$ cat src/rtl/pipe_pkg.sv
// Shared definitions for the pipeline sequencer: MIPS opcodes and the
// sequencer state encoding.
package pipe_pkg;

    localparam logic [5:0] OP_RTYPE = 6'h00;
    localparam logic [5:0] OP_LW    = 6'h23;
    localparam logic [5:0] OP_SW    = 6'h2B;
    localparam logic [5:0] OP_BEQ   = 6'h04;
    localparam logic [5:0] OP_BNE   = 6'h05;

    typedef enum logic [1:0] {
        RUN      = 2'd0,
        MEM_WAIT = 2'd1
    } pipe_state_t;

endpackage

$ cat src/rtl/pipe_ctrl_if.sv
// Pipeline control bundle between the sequencer and the datapath.
// master: the sequencer (samples decode fields / memory status, drives the
//         stage enables, flushes, memory request, error and perf counter).
// slave : the datapath side (drives decode fields / memory status).
interface pipe_ctrl_if;
    logic [5:0]  opcode_id;
    logic [4:0]  rs_id;
    logic [4:0]  rt_id;
    logic [5:0]  opcode_ex;
    logic [4:0]  rt_ex;
    logic        branch_taken_ex;
    logic        mem_access_mm;
    logic        mem_ready;
    logic        mem_req;
    logic        pc_en;
    logic        if_id_en;
    logic        if_id_flush;
    logic        id_ex_en;
    logic        id_ex_flush;
    logic        ex_mm_en;
    logic        mm_wb_en;
    logic        mm_wb_flush;
    logic        mem_err;
    logic [31:0] perf_stall_cnt;

    modport master (
        input  opcode_id, rs_id, rt_id, opcode_ex, rt_ex,
               branch_taken_ex, mem_access_mm, mem_ready,
        output mem_req, pc_en, if_id_en, if_id_flush, id_ex_en, id_ex_flush,
               ex_mm_en, mm_wb_en, mm_wb_flush, mem_err, perf_stall_cnt
    );

    modport slave (
        output opcode_id, rs_id, rt_id, opcode_ex, rt_ex,
               branch_taken_ex, mem_access_mm, mem_ready,
        input  mem_req, pc_en, if_id_en, if_id_flush, id_ex_en, id_ex_flush,
               ex_mm_en, mm_wb_en, mm_wb_flush, mem_err, perf_stall_cnt
    );
endinterface

$ cat src/rtl/pipe_ctrl_hazard_detect.sv
// Combinational load-use hazard detector.
// Ports: opcode_id/rs_id/rt_id (instruction in ID), opcode_ex/rt_ex
// (instruction in EX); load_use is high when the ID instruction reads the
// register a load in EX has not yet produced.
module hazard_detect
    import pipe_pkg::*;
(
    input  logic [5:0] opcode_id,
    input  logic [4:0] rs_id,
    input  logic [4:0] rt_id,
    input  logic [5:0] opcode_ex,
    input  logic [4:0] rt_ex,
    output logic       load_use
);
    logic id_uses_rt;

    // rt is a source for R-type, stores and compare-branches; for loads and
    // immediates it is the destination, so a match there is not a hazard.
    assign id_uses_rt = (opcode_id == OP_RTYPE) || (opcode_id == OP_SW) ||
                        (opcode_id == OP_BEQ)   || (opcode_id == OP_BNE);

    // $zero never carries a dependency.
    assign load_use = (opcode_ex == OP_LW) && (rt_ex != 5'd0) &&
                      ((rt_ex == rs_id) || (id_uses_rt && (rt_ex == rt_id)));
endmodule

$ cat src/rtl/pipe_ctrl.sv
// Central sequencer for the 5-stage MIPS pipeline: drives PC and stage
// register enables/flushes, owns the data-memory request and a timeout
// watchdog. Priority: memory wait > taken branch > load-use stall.
// Ports: clk, rst (synchronous, active high), bus (pipe_ctrl_if.master).
// Parameters: MEM_TIMEOUT (max MEM_WAIT cycles, 1..255), CNT_W (counter width).
// Optional: define PIPE_CTRL_PERF_EN to build the stall-cycle counter;
// otherwise perf_stall_cnt is tied to zero.
module pipe_ctrl
    import pipe_pkg::*;
#(
    parameter int unsigned MEM_TIMEOUT = 255,
    parameter int unsigned CNT_W       = 8
) (
    input  logic      clk,
    input  logic      rst,
    pipe_ctrl_if.master bus
);
    localparam logic [CNT_W-1:0] TIMEOUT_CNT = CNT_W'(MEM_TIMEOUT);

    pipe_state_t      state_q, state_d;
    logic [CNT_W-1:0] wait_cnt_q, wait_cnt_d;
    logic             mem_err_q, mem_err_d;
    logic             load_use;
    logic             mem_hold;

    logic mem_req, pc_en, if_id_en, if_id_flush, id_ex_en, id_ex_flush;
    logic ex_mm_en, mm_wb_en, mm_wb_flush;

    hazard_detect u_hazard (
        .opcode_id (bus.opcode_id),
        .rs_id     (bus.rs_id),
        .rt_id     (bus.rt_id),
        .opcode_ex (bus.opcode_ex),
        .rt_ex     (bus.rt_ex),
        .load_use  (load_use)
    );

    always_ff @(posedge clk) begin
        if (rst) begin
            state_q    <= RUN;
            wait_cnt_q <= '0;
            mem_err_q  <= 1'b0;
        end else begin
            state_q    <= state_d;
            wait_cnt_q <= wait_cnt_d;
            mem_err_q  <= mem_err_d;
        end
    end

    always_comb begin
        state_d     = state_q;
        wait_cnt_d  = wait_cnt_q;
        mem_err_d   = mem_err_q;
        mem_hold    = 1'b0;
        mem_req     = 1'b0;
        pc_en       = 1'b1;
        if_id_en    = 1'b1;
        if_id_flush = 1'b0;
        id_ex_en    = 1'b1;
        id_ex_flush = 1'b0;
        ex_mm_en    = 1'b1;
        mm_wb_en    = 1'b1;
        mm_wb_flush = 1'b0;

        unique case (state_q)
            RUN: begin
                mem_req = bus.mem_access_mm;
                if (bus.mem_access_mm && !bus.mem_ready) begin
                    state_d    = MEM_WAIT;
                    wait_cnt_d = CNT_W'(1);
                    mem_hold   = 1'b1;
                end else if (bus.branch_taken_ex) begin
                    if_id_flush = 1'b1;
                    id_ex_flush = 1'b1;
                end else if (load_use) begin
                    pc_en       = 1'b0;
                    if_id_en    = 1'b0;
                    id_ex_flush = 1'b1;
                end
            end
            MEM_WAIT: begin
                // Branch and load-use are not evaluated here: EX is frozen and
                // they are picked up once the pipeline is back in RUN.
                mem_req = 1'b1;
                if (bus.mem_ready) begin
                    state_d    = RUN;
                    wait_cnt_d = '0;
                end else if (wait_cnt_q == TIMEOUT_CNT) begin
                    // Abort: release the pipeline as if the access completed.
                    mem_err_d  = 1'b1;
                    state_d    = RUN;
                    wait_cnt_d = '0;
                end else begin
                    wait_cnt_d = wait_cnt_q + 1'b1;
                    mem_hold   = 1'b1;
                end
            end
            default: begin
                state_d    = RUN;
                wait_cnt_d = '0;
            end
        endcase

        // Freeze upstream stages; the MM/WB bubble stops a repeated write-back.
        if (mem_hold) begin
            pc_en       = 1'b0;
            if_id_en    = 1'b0;
            id_ex_en    = 1'b0;
            ex_mm_en    = 1'b0;
            mm_wb_flush = 1'b1;
        end

        if (rst) begin
            mem_req     = 1'b0;
            pc_en       = 1'b0;
            if_id_en    = 1'b0;
            if_id_flush = 1'b1;
            id_ex_en    = 1'b0;
            id_ex_flush = 1'b1;
            ex_mm_en    = 1'b0;
            mm_wb_en    = 1'b0;
            mm_wb_flush = 1'b1;
        end
    end

    assign bus.mem_req     = mem_req;
    assign bus.pc_en       = pc_en;
    assign bus.if_id_en    = if_id_en;
    assign bus.if_id_flush = if_id_flush;
    assign bus.id_ex_en    = id_ex_en;
    assign bus.id_ex_flush = id_ex_flush;
    assign bus.ex_mm_en    = ex_mm_en;
    assign bus.mm_wb_en    = mm_wb_en;
    assign bus.mm_wb_flush = mm_wb_flush;
    assign bus.mem_err     = mem_err_q;

`ifdef PIPE_CTRL_PERF_EN
    logic [31:0] perf_q;

    always_ff @(posedge clk) begin
        if (rst) begin
            perf_q <= '0;
        end else if (!pc_en) begin
            perf_q <= perf_q + 32'd1;
        end
    end

    assign bus.perf_stall_cnt = perf_q;
`else
    assign bus.perf_stall_cnt = '0;
`endif

endmodule

$ cat src/flat_wrapper.sv
// flat-port wrapper written by rule: the top's interface ports become plain ports
module pipe_ctrl_flat import pipe_pkg::*;
#(
    parameter int unsigned MEM_TIMEOUT = 255,
    parameter int unsigned CNT_W       = 8
)
  (clk, rst, bus_opcode_id, bus_rs_id, bus_rt_id, bus_opcode_ex, bus_rt_ex, bus_branch_taken_ex, bus_mem_access_mm, bus_mem_ready, bus_mem_req, bus_pc_en, bus_if_id_en, bus_if_id_flush, bus_id_ex_en, bus_id_ex_flush, bus_ex_mm_en, bus_mm_wb_en, bus_mm_wb_flush, bus_mem_err, bus_perf_stall_cnt);
  pipe_ctrl_if bus_i ();
  input  logic clk;
  input  logic rst;
  input wire logic [$bits(bus_i.opcode_id)-1:0] bus_opcode_id;
  input wire logic [$bits(bus_i.rs_id)-1:0] bus_rs_id;
  input wire logic [$bits(bus_i.rt_id)-1:0] bus_rt_id;
  input wire logic [$bits(bus_i.opcode_ex)-1:0] bus_opcode_ex;
  input wire logic [$bits(bus_i.rt_ex)-1:0] bus_rt_ex;
  input wire logic [$bits(bus_i.branch_taken_ex)-1:0] bus_branch_taken_ex;
  input wire logic [$bits(bus_i.mem_access_mm)-1:0] bus_mem_access_mm;
  input wire logic [$bits(bus_i.mem_ready)-1:0] bus_mem_ready;
  output wire logic [$bits(bus_i.mem_req)-1:0] bus_mem_req;
  output wire logic [$bits(bus_i.pc_en)-1:0] bus_pc_en;
  output wire logic [$bits(bus_i.if_id_en)-1:0] bus_if_id_en;
  output wire logic [$bits(bus_i.if_id_flush)-1:0] bus_if_id_flush;
  output wire logic [$bits(bus_i.id_ex_en)-1:0] bus_id_ex_en;
  output wire logic [$bits(bus_i.id_ex_flush)-1:0] bus_id_ex_flush;
  output wire logic [$bits(bus_i.ex_mm_en)-1:0] bus_ex_mm_en;
  output wire logic [$bits(bus_i.mm_wb_en)-1:0] bus_mm_wb_en;
  output wire logic [$bits(bus_i.mm_wb_flush)-1:0] bus_mm_wb_flush;
  output wire logic [$bits(bus_i.mem_err)-1:0] bus_mem_err;
  output wire logic [$bits(bus_i.perf_stall_cnt)-1:0] bus_perf_stall_cnt;
  assign bus_i.opcode_id = bus_opcode_id;
  assign bus_i.rs_id = bus_rs_id;
  assign bus_i.rt_id = bus_rt_id;
  assign bus_i.opcode_ex = bus_opcode_ex;
  assign bus_i.rt_ex = bus_rt_ex;
  assign bus_i.branch_taken_ex = bus_branch_taken_ex;
  assign bus_i.mem_access_mm = bus_mem_access_mm;
  assign bus_i.mem_ready = bus_mem_ready;
  assign bus_mem_req = bus_i.mem_req;
  assign bus_pc_en = bus_i.pc_en;
  assign bus_if_id_en = bus_i.if_id_en;
  assign bus_if_id_flush = bus_i.if_id_flush;
  assign bus_id_ex_en = bus_i.id_ex_en;
  assign bus_id_ex_flush = bus_i.id_ex_flush;
  assign bus_ex_mm_en = bus_i.ex_mm_en;
  assign bus_mm_wb_en = bus_i.mm_wb_en;
  assign bus_mm_wb_flush = bus_i.mm_wb_flush;
  assign bus_mem_err = bus_i.mem_err;
  assign bus_perf_stall_cnt = bus_i.perf_stall_cnt;
  pipe_ctrl #(.MEM_TIMEOUT(MEM_TIMEOUT), .CNT_W(CNT_W)) u_core (.clk(clk), .rst(rst), .bus(bus_i));
endmodule
$ cat config.mk
export PLATFORM = sky130hd
export DESIGN_NAME = pipe_ctrl_flat
export DESIGN_NICKNAME = d
export VERILOG_FILES = /design/src/rtl/pipe_pkg.sv /design/src/rtl/pipe_ctrl_if.sv /design/src/rtl/pipe_ctrl_hazard_detect.sv /design/src/rtl/pipe_ctrl.sv /design/src/flat_wrapper.sv
export SDC_FILE = /design/constraint.sdc
export NUM_CORES = 1
export LEC_CHECK = 0
export CORE_MARGIN = 2
export CORE_UTILIZATION = 33
export DETAILED_ROUTE_END_ITERATION = 10
export MAX_ROUTING_LAYER = met4
export PLACE_DENSITY = 0.91
export REMOVE_ABC_BUFFERS = 1
export SYNTH_ARGS = -nofsm -noshare
export SYNTH_HDL_FRONTEND = slang
export SYNTH_SLANG_ARGS = --single-unit
$ cat constraint.sdc
create_clock -name clk -period 2.1 [get_ports clk]
set_input_delay 0.21 -clock clk [delete_from_list [all_inputs] [get_ports clk]]
set_output_delay 0.21 -clock clk [all_outputs]
set_load 0.03 [all_outputs]
Word-level counts from Yosys, hierarchy flattened
Cells that the tools add are included.
- register bits after elaboration: 11
- input bits: 32
- add/subtract/negate cells: 1
- equal/unequal tests: 10
- mux-type cells: 34
- bitwise operators: 1
- reduce and logical (&&, ||, !) cells: 14
- operator list (kind ; number):
    $mux 1 ; 24
    $mux 8 ; 3
    $pmux 8 s2 ; 1
    $eq 6x3->1 const B ; 2
    $eq 6x6->1 const B ; 2
    $eq 5x5->1 ; 2
    $add 8x1->8 const B ; 1
    $eq 8x8->1 const B ; 1
    $logic_not 6->1 ; 1
    $mux 2 ; 3
    $reduce_bool 5->1 ; 1
    $logic_and 1x1->1 ; 4
    $logic_or 1x1->1 ; 4
    $pmux 1 s2 ; 2
    $pmux 2 s2 ; 1
    $ne 3x2->1 const B ; 1
    $reduce_and 3->1 ; 1
    $eq 2x1->1 const B ; 1
    $logic_not 2->1 ; 1
    $ne 2x1->1 const B ; 1
    $reduce_and 2->1 ; 1
    $logic_not 1->1 ; 1
    $not 1->1 ; 1

Longest topological paths before layout
Gate-level depths: netlist (run 1).
- word-level depth: 13
- gate-level depth with buffers: 7
- gate-level depth less buffers: 6

Modules after synthesis
From an unflattened synthesis (run 1), not the netlist that was laid out.
- cell total of the unflattened synthesis: 123
- area total of the unflattened synthesis: 1008.5 um^2
- modules (own cells, without submodules) (module ; times used ; cells an instance ; area each (um^2)):
    pipe_ctrl ; 1 ; 102 ; 833.3
    hazard_detect ; 1 ; 21 ; 175.2

Worst setup path after synthesis (run 1)
Ideal clock, no wire load.
- path kind: reg2out
- start: reg u_core.wait_cnt_q[0]
- end: out bus_pc_en
- arrival: 2238 ps
- data required time: 1890 ps
- slack: -348 ps
- cell stages (with the launch flop): 8
- path buffers: 1
- path through: dfxtp_1 -> ha_1 -> nand2_1 -> nor3_1 -> nand2_1 -> a21oi_1 -> o21a_1 -> buf_4
- word-level cells in the longest chain between the ends: 6
- RTL lines (item ; RTL line ; text):
    start: declaration ; pipe_ctrl.sv:21 ; logic [CNT_W-1:0] wait_cnt_q, wait_cnt_d;
    start signal: assignment ; pipe_ctrl.sv:45 ; wait_cnt_q <= wait_cnt_d;
    $eq 8x8->1 ; pipe_ctrl.sv:88 ; end else if (wait_cnt_q == TIMEOUT_CNT) begin
    $mux 1 ; pipe_ctrl.sv:88 ;
    $mux 1 ; pipe_ctrl.sv:85 ; if (bus.mem_ready) begin
    $pmux 1 s2 ; pipe_ctrl.sv:65 ; unique case (state_q)
    $mux 1 (2 in series) ; - ;
    end: declaration ; flat_wrapper.sv:20 ; output wire logic [$bits(bus_i.pc_en)-1:0] bus_pc_en;
Every way passes these cells.

Worst setup path after layout (run 1)
- start: in bus_opcode_id[5]
- end: out bus_if_id_en
- word-level cells in the longest chain between the ends: 13
- elaborated cells on any way between the ends: 16
- classes of those cells: 3 x eq/ne; 6 x mux; 7 x reduce/logical
- RTL lines (item ; RTL line ; text):
    start: declaration ; flat_wrapper.sv:11 ; input wire logic [$bits(bus_i.opcode_id)-1:0] bus_opcode_id;
    $eq 6x6->1 or $logic_not 6->1 (tied branches) ; pipe_ctrl_hazard_detect.sv:19 ; assign id_uses_rt = (opcode_id == OP_RTYPE) || (opcode_id == OP_SW) ||
    $logic_or 1x1->1 (2 in series) ; pipe_ctrl_hazard_detect.sv:19 ;
    $logic_or 1x1->1 * ; pipe_ctrl_hazard_detect.sv:20 ; (opcode_id == OP_BEQ) || (opcode_id == OP_BNE);
    $logic_and 1x1->1 * ; pipe_ctrl_hazard_detect.sv:24 ; ((rt_ex == rs_id) || (id_uses_rt && (rt_ex == rt_id)));
    $logic_or 1x1->1 * ; pipe_ctrl_hazard_detect.sv:24 ;
    $logic_and 1x1->1 * ; pipe_ctrl_hazard_detect.sv:23 ; assign load_use = (opcode_ex == OP_LW) && (rt_ex != 5'd0) &&
    $mux 1 * ; pipe_ctrl.sv:75 ; end else if (load_use) begin
    $mux 1 * ; pipe_ctrl.sv:72 ; end else if (bus.branch_taken_ex) begin
    $mux 1 * ; pipe_ctrl.sv:68 ; if (bus.mem_access_mm && !bus.mem_ready) begin
    $mux 1 * ; pipe_ctrl.sv:65 ;
    $mux 1 * ; pipe_ctrl.sv:105 ; if (mem_hold) begin
    $mux 1 * ; pipe_ctrl.sv:113 ; if (rst) begin
    end: declaration ; flat_wrapper.sv:21 ; output wire logic [$bits(bus_i.if_id_en)-1:0] bus_if_id_en;
Every way passes the cells marked *; elsewhere a longest branch is shown, timed or not.

==> flow_metrics.py, run 1 <==
metrics = {
    "clock_network": {
        "clkSlewWorstSetupHoldPaths_ns": 0.07,
        "cts.path.max_buffers": 2,
        "cts.htree.levels": 1,
        "cts_tree": "yes",
        "clock-sinks": 10,
        "cts_hold_buf": 0,
        "worstSkewPairLatency_ns": 0.28,
        "cts_root_buffer": "sky130_fd_sc_hd__clkbuf_4",
        "num_cts_buffers": 3,
    },
    "power": {
        "cell_internal_pwr_uw": 401,
        "power.share.clock": 0.286,
        "vdd_drop_max_mv": 0.487,
        "pwr-share-seq": 0.304,
        "switching_share": 0.373,
        "combinationalPowerShare": 0.409,
        "leakagePower_nw": 0.635,
        "power.total_uw": 639,
        "powerDensity_nw_per_um2": 443,
        "p_switching_uw": 238,
    },
    "job": {
        "max_cap_viol_count": 0,
    },
    "final_layout": {
        "syn_to_final_growth_pct": 53.2,
        "most-common-layout-cells": "sky130_fd_sc_hd__conb_1 (32), sky130_fd_sc_hd__clkdlybuf4s50_1 (26), sky130_fd_sc_hd__buf_4 (26)",
        "final_layout_size_suffix_gt1_frac": 0.203,
        "design.final.nets": 221,
        "mostFrequentLayoutCell": "sky130_fd_sc_hd__conb_1",
        "n_antenna_cell": 0,
    },
    "drt": {
        "drt_total_wl_mm": 2.37,
        "drcViolationCount": 0,
        "drt-vias-per-instance": 4.38,
        "detailroute.via_count": 954,
        "number_of_detailed_routing_iterations_run_before_antenna_repair": 4,
        "postRouteAntennaNets": 0,
        "drt_iter0_drc": 26,
        "post_drt_wl_per_cell_um": 10.9,
    },
    "timing": {
        "worst_slack_ns": 0.0806,
        "maxClockFrequency_mhz": 495,
        "timing.clock.skew_ns": 0.000699,
        "period_share": 0.962,
        "hold_violations": 0,
        "shortest_period_the_worst_path_allows_ns": 2.02,
        "finalSetupViolCount": 0,
        "rsz0062_at_grt": "false",
        "timing_max_transition_violations_final": 0,
    },
    "grt": {
        "gr-total-overflow": 0,
        "maximum_number_of_pins_on_one_net_before_global_route_repair": 7,
        "antenna_found_initial": 0,
        "global_route.usage.total": 0.163,
        "grt_pass1_wl_mm": 3.97,
        "number_of_global_route_vias_before_repair": 951,
    },
    "critical_path": {
        "worstReg2RegStart": "u_core.wait_cnt_q[0]$_SDFFE_PP0P_",
        "worst_setup_path_start_kind": "input port",
        "critPathMaxStageDelay_ns": 0.55,
        "crit_arrival_ns": 1.81,
        "worst-path-buf-inv": 2,
        "worst_path_max_delay_cell": "sky130_fd_sc_hd__or4_4",
        "cpLargestDelayFamily": "compound AO/OA/AOI/OAI gates",
        "crit_required_ns": 1.89,
        "crit_type": "in -> out",
        "timing.critical_path.to_type": "primary output",
        "timing.reg2reg.worst_path_depth": 7,
        "sequence_of_cells_on_the_critical_path": "dlygate4sd2_1 -> or4_4 -> a2111oi_4 -> o21ai_2 -> o21a_1 -> buf_6",
        "timing.reg2reg.setup_slack_ns": 0.57,
        "r2r-end": "u_core.wait_cnt_q[5]$_SDFFE_PP0P_",
        "worstPathMaxFanout": 2,
    },
    "synth": {
        "synth_compound_area_frac": 0.0918,
        "synth-adder-area-share": 0.0133,
        "synth_top_cells_by_area": "sky130_fd_sc_hd__buf_4 (27%), sky130_fd_sc_hd__dfxtp_1 (21%), sky130_fd_sc_hd__xnor2_1 (7.4%)",
        "synth_cell_types": 28,
        "post_synth.cell_area_avg_um2": 7.59,
        "netlist_instances": 124,
        "yosys.area_share.xor_xnor": 0.140,
        "synth_seq_cells": 10,
        "yosysTopAreaCellShare": 0.271,
        "synth_top_family_by_area": "buffers and inverters",
        "synth.largest_area_cell": "sky130_fd_sc_hd__buf_4",
        "synth_flop_cell": "sky130_fd_sc_hd__dfxtp_1",
        "synth-edff-count": 0,
        "synth_mux_area_frac": 0,
        "yosys_warnings": 0,
        "ys_async_sr_fraction": 0,
        "sequential_to_total_area_share_from_yosys_stat": 0.213,
        "post_synthesis_instance_area_um2": 941,
        "synth_simple_gate_area_share": 0.251,
    },
    "die": {
        "design.die.area_um2": 3290,
        "effective_utilization_at_floorplan": 0.344,
        "fp.dieH_um": 57.4,
        "ios": 74,
        "placementRows": 19,
        "core-area_um2": 2730,
        "die-width_um": 57.4,
    },
    "min_path": {
        "min_path_cells": 2,
        "min_delay_worst_endpoint": "u_core.bus.mem_err$_SDFFE_PP0P_",
        "hp-start": "u_core.bus.mem_err$_SDFFE_PP0P_",
        "hp-class": "reg -> reg",
    },
    "place": {
        "dp_worst_setup_slack_ns": -0.571,
        "buffer_ports.inserted": 41,
        "gp_congestion": 0.776,
        "post_detailed_placement_half_perimeter_wirelength_mm": 2.01,
    },
    "status": {
        "outcome": "completed",
    },
}
cells by family after synthesis:
kind of cell / Yosys count
AOI/OAI and AO/OA: 11
adders and majority gates: 1
and+or+nand+nor: 48
buffers and inverters: 38
DFF: 10
xor gates and xnor gates: 15
other: 1
worst min-delay path, delay by kind of cell (launching register included):
kind | cells | cell delay [ns]
AND/OR/NAND/NOR | 1 | 0.08
flip-flops | 1 | 0.33
AO/OA/AOI/OAI | 1 | 0.04
worst max-delay path by stage:
| stage | from | endpoint | slack [ns] | depth (start not counted) |
|---|---|---|---|---|
| after global placement | bus_opcode_id[0] | bus_pc_en | -0.53 | 7 |
| final | bus_opcode_id[5] | bus_if_id_en | 0.08 | 6 |
| after detailed placement | bus_opcode_id[1] | bus_if_id_en | -0.57 | 6 |
| after CTS | u_core.wait_cnt_q[0]$_SDFFE_PP0P_ | bus_if_id_en | 0.005 | 7 |
| after floorplan | u_core.wait_cnt_q[0]$_SDFFE_PP0P_ | bus_if_id_en | -0.71 | 6 |
| after global routing | u_core.wait_cnt_q[0]$_SDFFE_PP0P_ | bus_if_id_en | 0.003 | 7 |
power groups by stage:
stage | combinational [mW] | clock, mW | sequential [mW]
detailed placement | 0.262 | 0 | 0.199
floorplan | 0.143 | 0 | 0.199
global placement | 0.257 | 0 | 0.199
CTS | 0.260 | 0.190 | 0.194
finish | 0.262 | 0.183 | 0.194
global route | 0.278 | 0.200 | 0.195
area by class of cell:
type                       instances  area, um^2
multi-input combinational        107         603
sequential                        10         200
tap                               31        38.8
clock buffer                       4        36.3
inverter                           4        15.0
timing repair buffer              62         548
fill                             235        1290
repair_timing:
item / 4_1_cts / 5_1_grt
setup endpoints to repair: 3 / 6
pin swaps: 6 / 4
resized for setup: 24 / 2
buffers inserted: 1 / 0
synth_stat cells (all sizes together) (3+ instances only):
library cell / n
nand2: 10
nand4: 4
a21oi: 4
xnor2: 8
buf: 34
inv: 4
nor3: 5
o21ai: 3
dfxtp: 10
nand3: 3
nor2: 15
xor2: 7
per-stage QoR:
stage	hold slack (ns)	setup TNS [ns]	instances	cell area [um^2]	util
3_5_place_dp	0.467	-1.16	213	1390	0.508
6_report	0.484	0	218	1440	0.527
2_1_floorplan	0.282	-2.13	121	802	-
3_3_place_gp	0.455	-1.06	213	1390	0.508
5_1_grt	0.552	0	218	1440	0.527
4_1_cts	0.484	0	218	1430	0.524
sequential cells by signal, indices dropped and copies added (netlist names):
| register | cells |
|---|---|
| u_core.wait_cnt_q | 8 |
| u_core.state_q | 1 |
| u_core.bus.mem_err | 1 |
per-layer routing:
metal | global-route usage | routed length (um)
met5 | - | 0
met4 | 0.0797 | 55
met3 | 0.0522 | 191
met2 | 0.271 | 1180
met1 | 0.172 | 941
Note: power is estimated with default switching activity, not from simulation.
==> run 2, diff against run 1 <==
--- a/config.mk
+++ b/config.mk
@@ -8,6 +8,7 @@
 export CORE_MARGIN = 2
 export CORE_UTILIZATION = 33
 export DETAILED_ROUTE_END_ITERATION = 10
+export GPL_ROUTABILITY_DRIVEN = 0
 export MAX_ROUTING_LAYER = met4
 export PLACE_DENSITY = 0.91
 export REMOVE_ABC_BUFFERS = 1
==> constraint.sdc (replaced) <==
create_clock -name clk -period 1.9 [get_ports clk]
set_input_delay 0.19 -clock clk [delete_from_list [all_inputs] [get_ports clk]]
set_output_delay 0.19 -clock clk [all_outputs]
set_load 0.03 [all_outputs]
==> flow_metrics.py, run 2 (synthesis gave the netlist of run 1 again) <==
metrics = {
    "drt": {
        "number_of_detailed_routing_iterations_run_before_antenna_repair": 4,
        "detailroute.via_count": 967,
        "drcViolationCount": 0,
        "drt_total_wl_mm": 2.63,
        "post_drt_wl_per_cell_um": 11.9,
        "drt-vias-per-instance": 4.38,
        "postRouteAntennaNets": 0,
        "drt_iter0_drc": 16,
    },
    "min_path": {
        "min_path_cells": 2,
        "min_delay_worst_endpoint": "u_core.bus.mem_err$_SDFFE_PP0P_",
        "hp-class": "reg -> reg",
        "hp-start": "u_core.bus.mem_err$_SDFFE_PP0P_",
    },
    "final_layout": {
        "layout.core_utilization": 0.555,
        "final_layout_size_suffix_gt1_frac": 0.289,
        "mostFrequentLayoutCell": "sky130_fd_sc_hd__conb_1",
        "final_cells": 221,
        "largest_register_ff_count": 8,
        "n_antenna_cell": 0,
        "regMostFlops": "u_core.wait_cnt_q",
        "most-common-layout-cells": "sky130_fd_sc_hd__conb_1 (32), sky130_fd_sc_hd__buf_4 (28), sky130_fd_sc_hd__clkdlybuf4s50_1 (15)",
        "final_design_area_no_fill_um2": 1520,
        "syn_to_final_growth_pct": 61.2,
        "design.final.nets": 224,
    },
    "die": {
        "placementRows": 19,
        "design.die.area_um2": 3290,
        "fp.dieH_um": 57.4,
        "core-area_um2": 2730,
        "ios": 74,
        "effective_utilization_at_floorplan": 0.344,
        "die-width_um": 57.4,
    },
    "critical_path": {
        "worstPathMaxFanout": 2,
        "crit_arrival_ns": 1.67,
        "crit_required_ns": 1.71,
        "critPathMaxStageDelay_ns": 0.51,
        "r2r-end": "u_core.wait_cnt_q[5]$_SDFFE_PP0P_",
        "worst-path-buf-inv": 2,
        "timing.reg2reg.setup_slack_ns": 0.38,
        "worst_path_max_delay_cell": "sky130_fd_sc_hd__clkdlybuf4s50_1",
        "worstReg2RegStart": "u_core.state_q[0]$_SDFFE_PP0P_",
        "worst_setup_path_start_kind": "input port",
        "sequence_of_cells_on_the_critical_path": "clkdlybuf4s50_1 -> xnor2_1 -> nand3_1 -> nor3_1 -> o21ai_2 -> o21a_1 -> buf_6",
        "cpLargestDelayFamily": "buffers and inverters",
        "crit_type": "in -> out",
        "timing.reg2reg.worst_path_depth": 6,
        "timing.critical_path.to_type": "primary output",
    },
    "clock_network": {
        "cts.path.max_buffers": 2,
        "clkSlewWorstSetupHoldPaths_ns": 0.07,
        "cts.htree.levels": 1,
        "post-cts-setup-buffer-count": 0,
        "worstSkewPairLatency_ns": 0.27,
        "cts_root_buffer": "sky130_fd_sc_hd__clkbuf_4",
        "clock-sinks": 10,
        "cts_tree": "yes",
        "cts_hold_buf": 0,
        "num_cts_buffers": 3,
    },
    "grt": {
        "global_route.usage.total": 0.155,
        "grt_pass1_wl_mm": 3.92,
        "antenna_found_initial": 0,
        "gr-total-overflow": 0,
        "maximum_number_of_pins_on_one_net_before_global_route_repair": 7,
        "number_of_global_route_vias_before_repair": 958,
    },
    "timing": {
        "shortest_period_the_worst_path_allows_ns": 1.86,
        "fin_setup_tns_ns": 0,
        "hold_violations": 0,
        "maxClockFrequency_mhz": 538,
        "timing.clock.skew_ns": 0.00288,
        "timing_max_transition_violations_final": 0,
        "worst_slack_ns": 0.0427,
        "finalSetupViolCount": 0,
        "period_share": 0.978,
    },
    "power": {
        "vdd_drop_max_mv": 0.411,
        "powerDensity_nw_per_um2": 466,
        "leakagePower_nw": 0.735,
    },
    "place": {
        "buffer_ports.inserted": 41,
        "placedCellCount": 217,
        "placed_cell_area_um2": 1420,
        "post_detailed_placement_half_perimeter_wirelength_mm": 2.10,
        "dp_worst_setup_slack_ns": -0.722,
    },
    "status": {
        "outcome": "completed",
    },
    "job": {
        "max_cap_viol_count": 0,
    },
}
==> run 2: layer usage <==
layer  part of all wire  vias up  global-route usage
li1                   -      476                   -
met1               0.38      429               0.172
met2               0.52       56               0.282
met3              0.077        6              0.0431
met4              0.019        0              0.0199
met5                  0        -                   -
==> run 2: metrics by stage <==
step	hold slack [ns]	total power, mW
2_1_floorplan	0.262	0.378
3_3_place_gp	0.455	0.506
3_5_place_dp	0.468	0.511
4_1_cts	0.487	0.702
5_1_grt	0.549	0.737
6_report	0.482	0.707
==> run 2: worst max-delay path by stage <==
stage / start / endpoint / slack [ns] / cells after the start
final: bus_rs_id[3] / bus_if_id_en / 0.04 / 7
after global routing: bus_rs_id[3] / bus_if_id_en / -0.1 / 7
after CTS: bus_opcode_id[0] / bus_pc_en / -0.03 / 7
after detailed placement: bus_opcode_id[0] / bus_pc_en / -0.72 / 7
after global placement: bus_opcode_id[0] / bus_pc_en / -0.69 / 7
after floorplan: u_core.wait_cnt_q[0]$_SDFFE_PP0P_ / bus_if_id_en / -0.89 / 6
==> run 2: final cells by class <==
type | count | area (um^2)
fill | 244 | 1220
sequential | 10 | 203
clock buffer | 4 | 36.3
multi-input combinational | 107 | 657
tap | 31 | 38.8
inverter | 4 | 15.0
timing repair buffer | 65 | 567
==> run 2: power breakdown <==
part / leakage, nW / switching [mW] / internal, mW
registers: 0.0818 / 0.00364 / 0.213
clock network: 0.0210 / 0.0791 / 0.117
logic: 0.633 / 0.181 / 0.113
total: 0.735 / 0.264 / 0.443
==> run 2: repair_timing <==
| item | in CTS | in global routing |
|---|---|---|
| gates resized for setup | 47 | 23 |
| pin swaps | 11 | 11 |
| cloned | 0 | 0 |
| endpoints found under the setup margin | 6 | 6 |
==> run 2: tightest hold or removal path: cells and delay by family (launching register included) <==
kind,cells,cell delay (ns)
AOI/OAI and AO/OA,1,0.04
DFF,1,0.33
and+or+nand+nor,1,0.07
==> run 3, diff against run 2 <==
--- a/config.mk
+++ b/config.mk
@@ -10,8 +10,9 @@
 export DETAILED_ROUTE_END_ITERATION = 10
 export GPL_ROUTABILITY_DRIVEN = 0
 export MAX_ROUTING_LAYER = met4
-export PLACE_DENSITY = 0.91
+export PLACE_DENSITY = 0.86
 export REMOVE_ABC_BUFFERS = 1
 export SYNTH_ARGS = -nofsm -noshare
 export SYNTH_HDL_FRONTEND = slang
 export SYNTH_SLANG_ARGS = --single-unit
+export TNS_END_PERCENT = 20
==> flow_metrics.py, run 3 (synthesis gave the netlist of run 1 again) <==
metrics = {
    "power": {
        "powerDensity_nw_per_um2": 468,
        "leakagePower_nw": 0.705,
        "vdd_drop_max_mv": 0.416,
    },
    "grt": {
        "number_of_global_route_vias_before_repair": 906,
        "grt_pass1_wl_mm": 3.73,
        "antenna_found_initial": 0,
        "global_route.usage.total": 0.148,
        "gr-total-overflow": 0,
        "maximum_number_of_pins_on_one_net_before_global_route_repair": 7,
    },
    "critical_path": {
        "worstPathMaxFanout": 2,
        "crit_required_ns": 1.71,
        "setup.worst_path.start": "bus_rt_ex[4]",
        "worstReg2RegStart": "u_core.wait_cnt_q[0]$_SDFFE_PP0P_",
        "crit_arrival_ns": 1.72,
        "worst_setup_path_start_kind": "input port",
        "crit_type": "in -> out",
        "timing.critical_path.to_type": "primary output",
    },
    "drt": {
        "drt_iter0_drc": 22,
        "drcViolationCount": 0,
        "drt-vias-per-instance": 4.37,
        "post_drt_wl_per_cell_um": 10.3,
        "detailroute.via_count": 983,
        "drt_total_wl_mm": 2.32,
        "number_of_detailed_routing_iterations_run_before_antenna_repair": 4,
        "postRouteAntennaNets": 0,
    },
    "die": {
        "effective_utilization_at_floorplan": 0.344,
        "design.die.area_um2": 3290,
        "fp.dieH_um": 57.4,
        "die-width_um": 57.4,
        "core-area_um2": 2730,
        "ios": 74,
        "placementRows": 19,
    },
    "status": {
        "outcome": "finished with violations",
        "failed_checks": "setup timing",
    },
    "place": {
        "placed_cell_area_um2": 1430,
        "post_detailed_placement_half_perimeter_wirelength_mm": 1.87,
        "buffer_ports.inserted": 41,
    },
    "clock_network": {
        "cts_tree": "yes",
        "cts_hold_buf": 0,
        "cts.htree.levels": 1,
        "cts_root_buffer": "sky130_fd_sc_hd__clkbuf_4",
        "clock-sinks": 10,
        "num_cts_buffers": 3,
        "clkSlewWorstSetupHoldPaths_ns": 0.07,
        "cts.path.max_buffers": 2,
        "worstSkewPairLatency_ns": 0.27,
    },
    "final_layout": {
        "n_antenna_cell": 0,
        "layout.core_utilization": 0.551,
        "largest_register_ff_count": 8,
        "filler_cell_count": 246,
        "syn_to_final_growth_pct": 60.0,
        "design.final.nets": 228,
        "final_layout_size_suffix_gt1_frac": 0.273,
        "final_design_area_no_fill_um2": 1510,
        "regMostFlops": "u_core.wait_cnt_q",
        "most-common-layout-cells": "sky130_fd_sc_hd__conb_1 (32), sky130_fd_sc_hd__buf_4 (32), sky130_fd_sc_hd__clkdlybuf4s50_1 (20)",
    },
    "job": {
        "max_cap_viol_count": 0,
    },
    "min_path": {
        "hp-start": "u_core.bus.mem_err$_SDFFE_PP0P_",
        "hp-class": "reg -> reg",
    },
    "timing": {
        "period_share": 1.01,
        "worst_slack_ns": -0.0128,
        "timing_max_transition_violations_final": 0,
        "shortest_period_the_worst_path_allows_ns": 1.91,
        "hold_violations": 0,
        "timing.clock.skew_ns": 0.00597,
        "fin_setup_tns_ns": -0.0256,
        "whs_ns": 0.477,
        "finalSetupViolCount": 2,
        "maxClockFrequency_mhz": 523,
        "rsz0062_at_grt": "true",
    },
}
## run 3: path summary, 6_finish.rpt
path / end / slack (ns) / cells past startpoint
worst max-delay path: bus_if_id_en / -0.01 / 8
worst min-delay path: u_core.bus.mem_err$_SDFFE_PP0P_ / 0.48 / 2
worst max register to register: u_core.wait_cnt_q[5]$_SDFFE_PP0P_ / 0.41 / 7
worst min register to register: u_core.bus.mem_err$_SDFFE_PP0P_ / 0.48 / 2
## run 3: worst max-delay path, cell delays in order
cell and delay, ns:
sky130_fd_sc_hd__dlygate4sd2_1 0.25, sky130_fd_sc_hd__buf_4 0.14, sky130_fd_sc_hd__or4_1 0.54, sky130_fd_sc_hd__nor2_2 0.15, sky130_fd_sc_hd__nor3_2 0.07, sky130_fd_sc_hd__o21ai_2 0.06
sky130_fd_sc_hd__o21a_1 0.18, sky130_fd_sc_hd__buf_6 0.15
## run 3: final cells by class
cell class,count,area [um^2],area share
timing repair buffer,69,591,0.392
inverter,4,15.0,0.00998
sequential,10,203,0.135
multi-input combinational,107,622,0.413
tap,31,38.8,0.0258
clock buffer,4,36.3,0.0241
## run 3: report_power, final
part | total (mW) | internal (mW) | switching [mW]
registers | 0.215 | 0.213 | 0.00226
logic | 0.292 | 0.116 | 0.176
clock network | 0.197 | 0.116 | 0.0805
## run 3: repair_timing
item,in CTS,in global routing
setup endpoints to repair,6,6
resized for setup,40,11
pin swaps,8,9
setup buffers,1,2
## run 3: metrics by stage
stage / power (mW) / worst slack, ns / std cells
floorplan: 0.378 / -0.887 / 121
global placement: 0.508 / -0.699 / 218
detailed placement: 0.510 / -0.722 / 218
CTS: 0.703 / -0.0417 / 223
global route: 0.745 / -0.0658 / 225
finish: 0.704 / -0.0128 / 225
## run 3: routing by layer
| layer | track usage | share of wire |
|---|---|---|
| met5 | - | 0 |
| met4 | 0.0199 | 0 |
| met3 | 0.0454 | 0.085 |
| met2 | 0.255 | 0.50 |
| met1 | 0.174 | 0.41 |
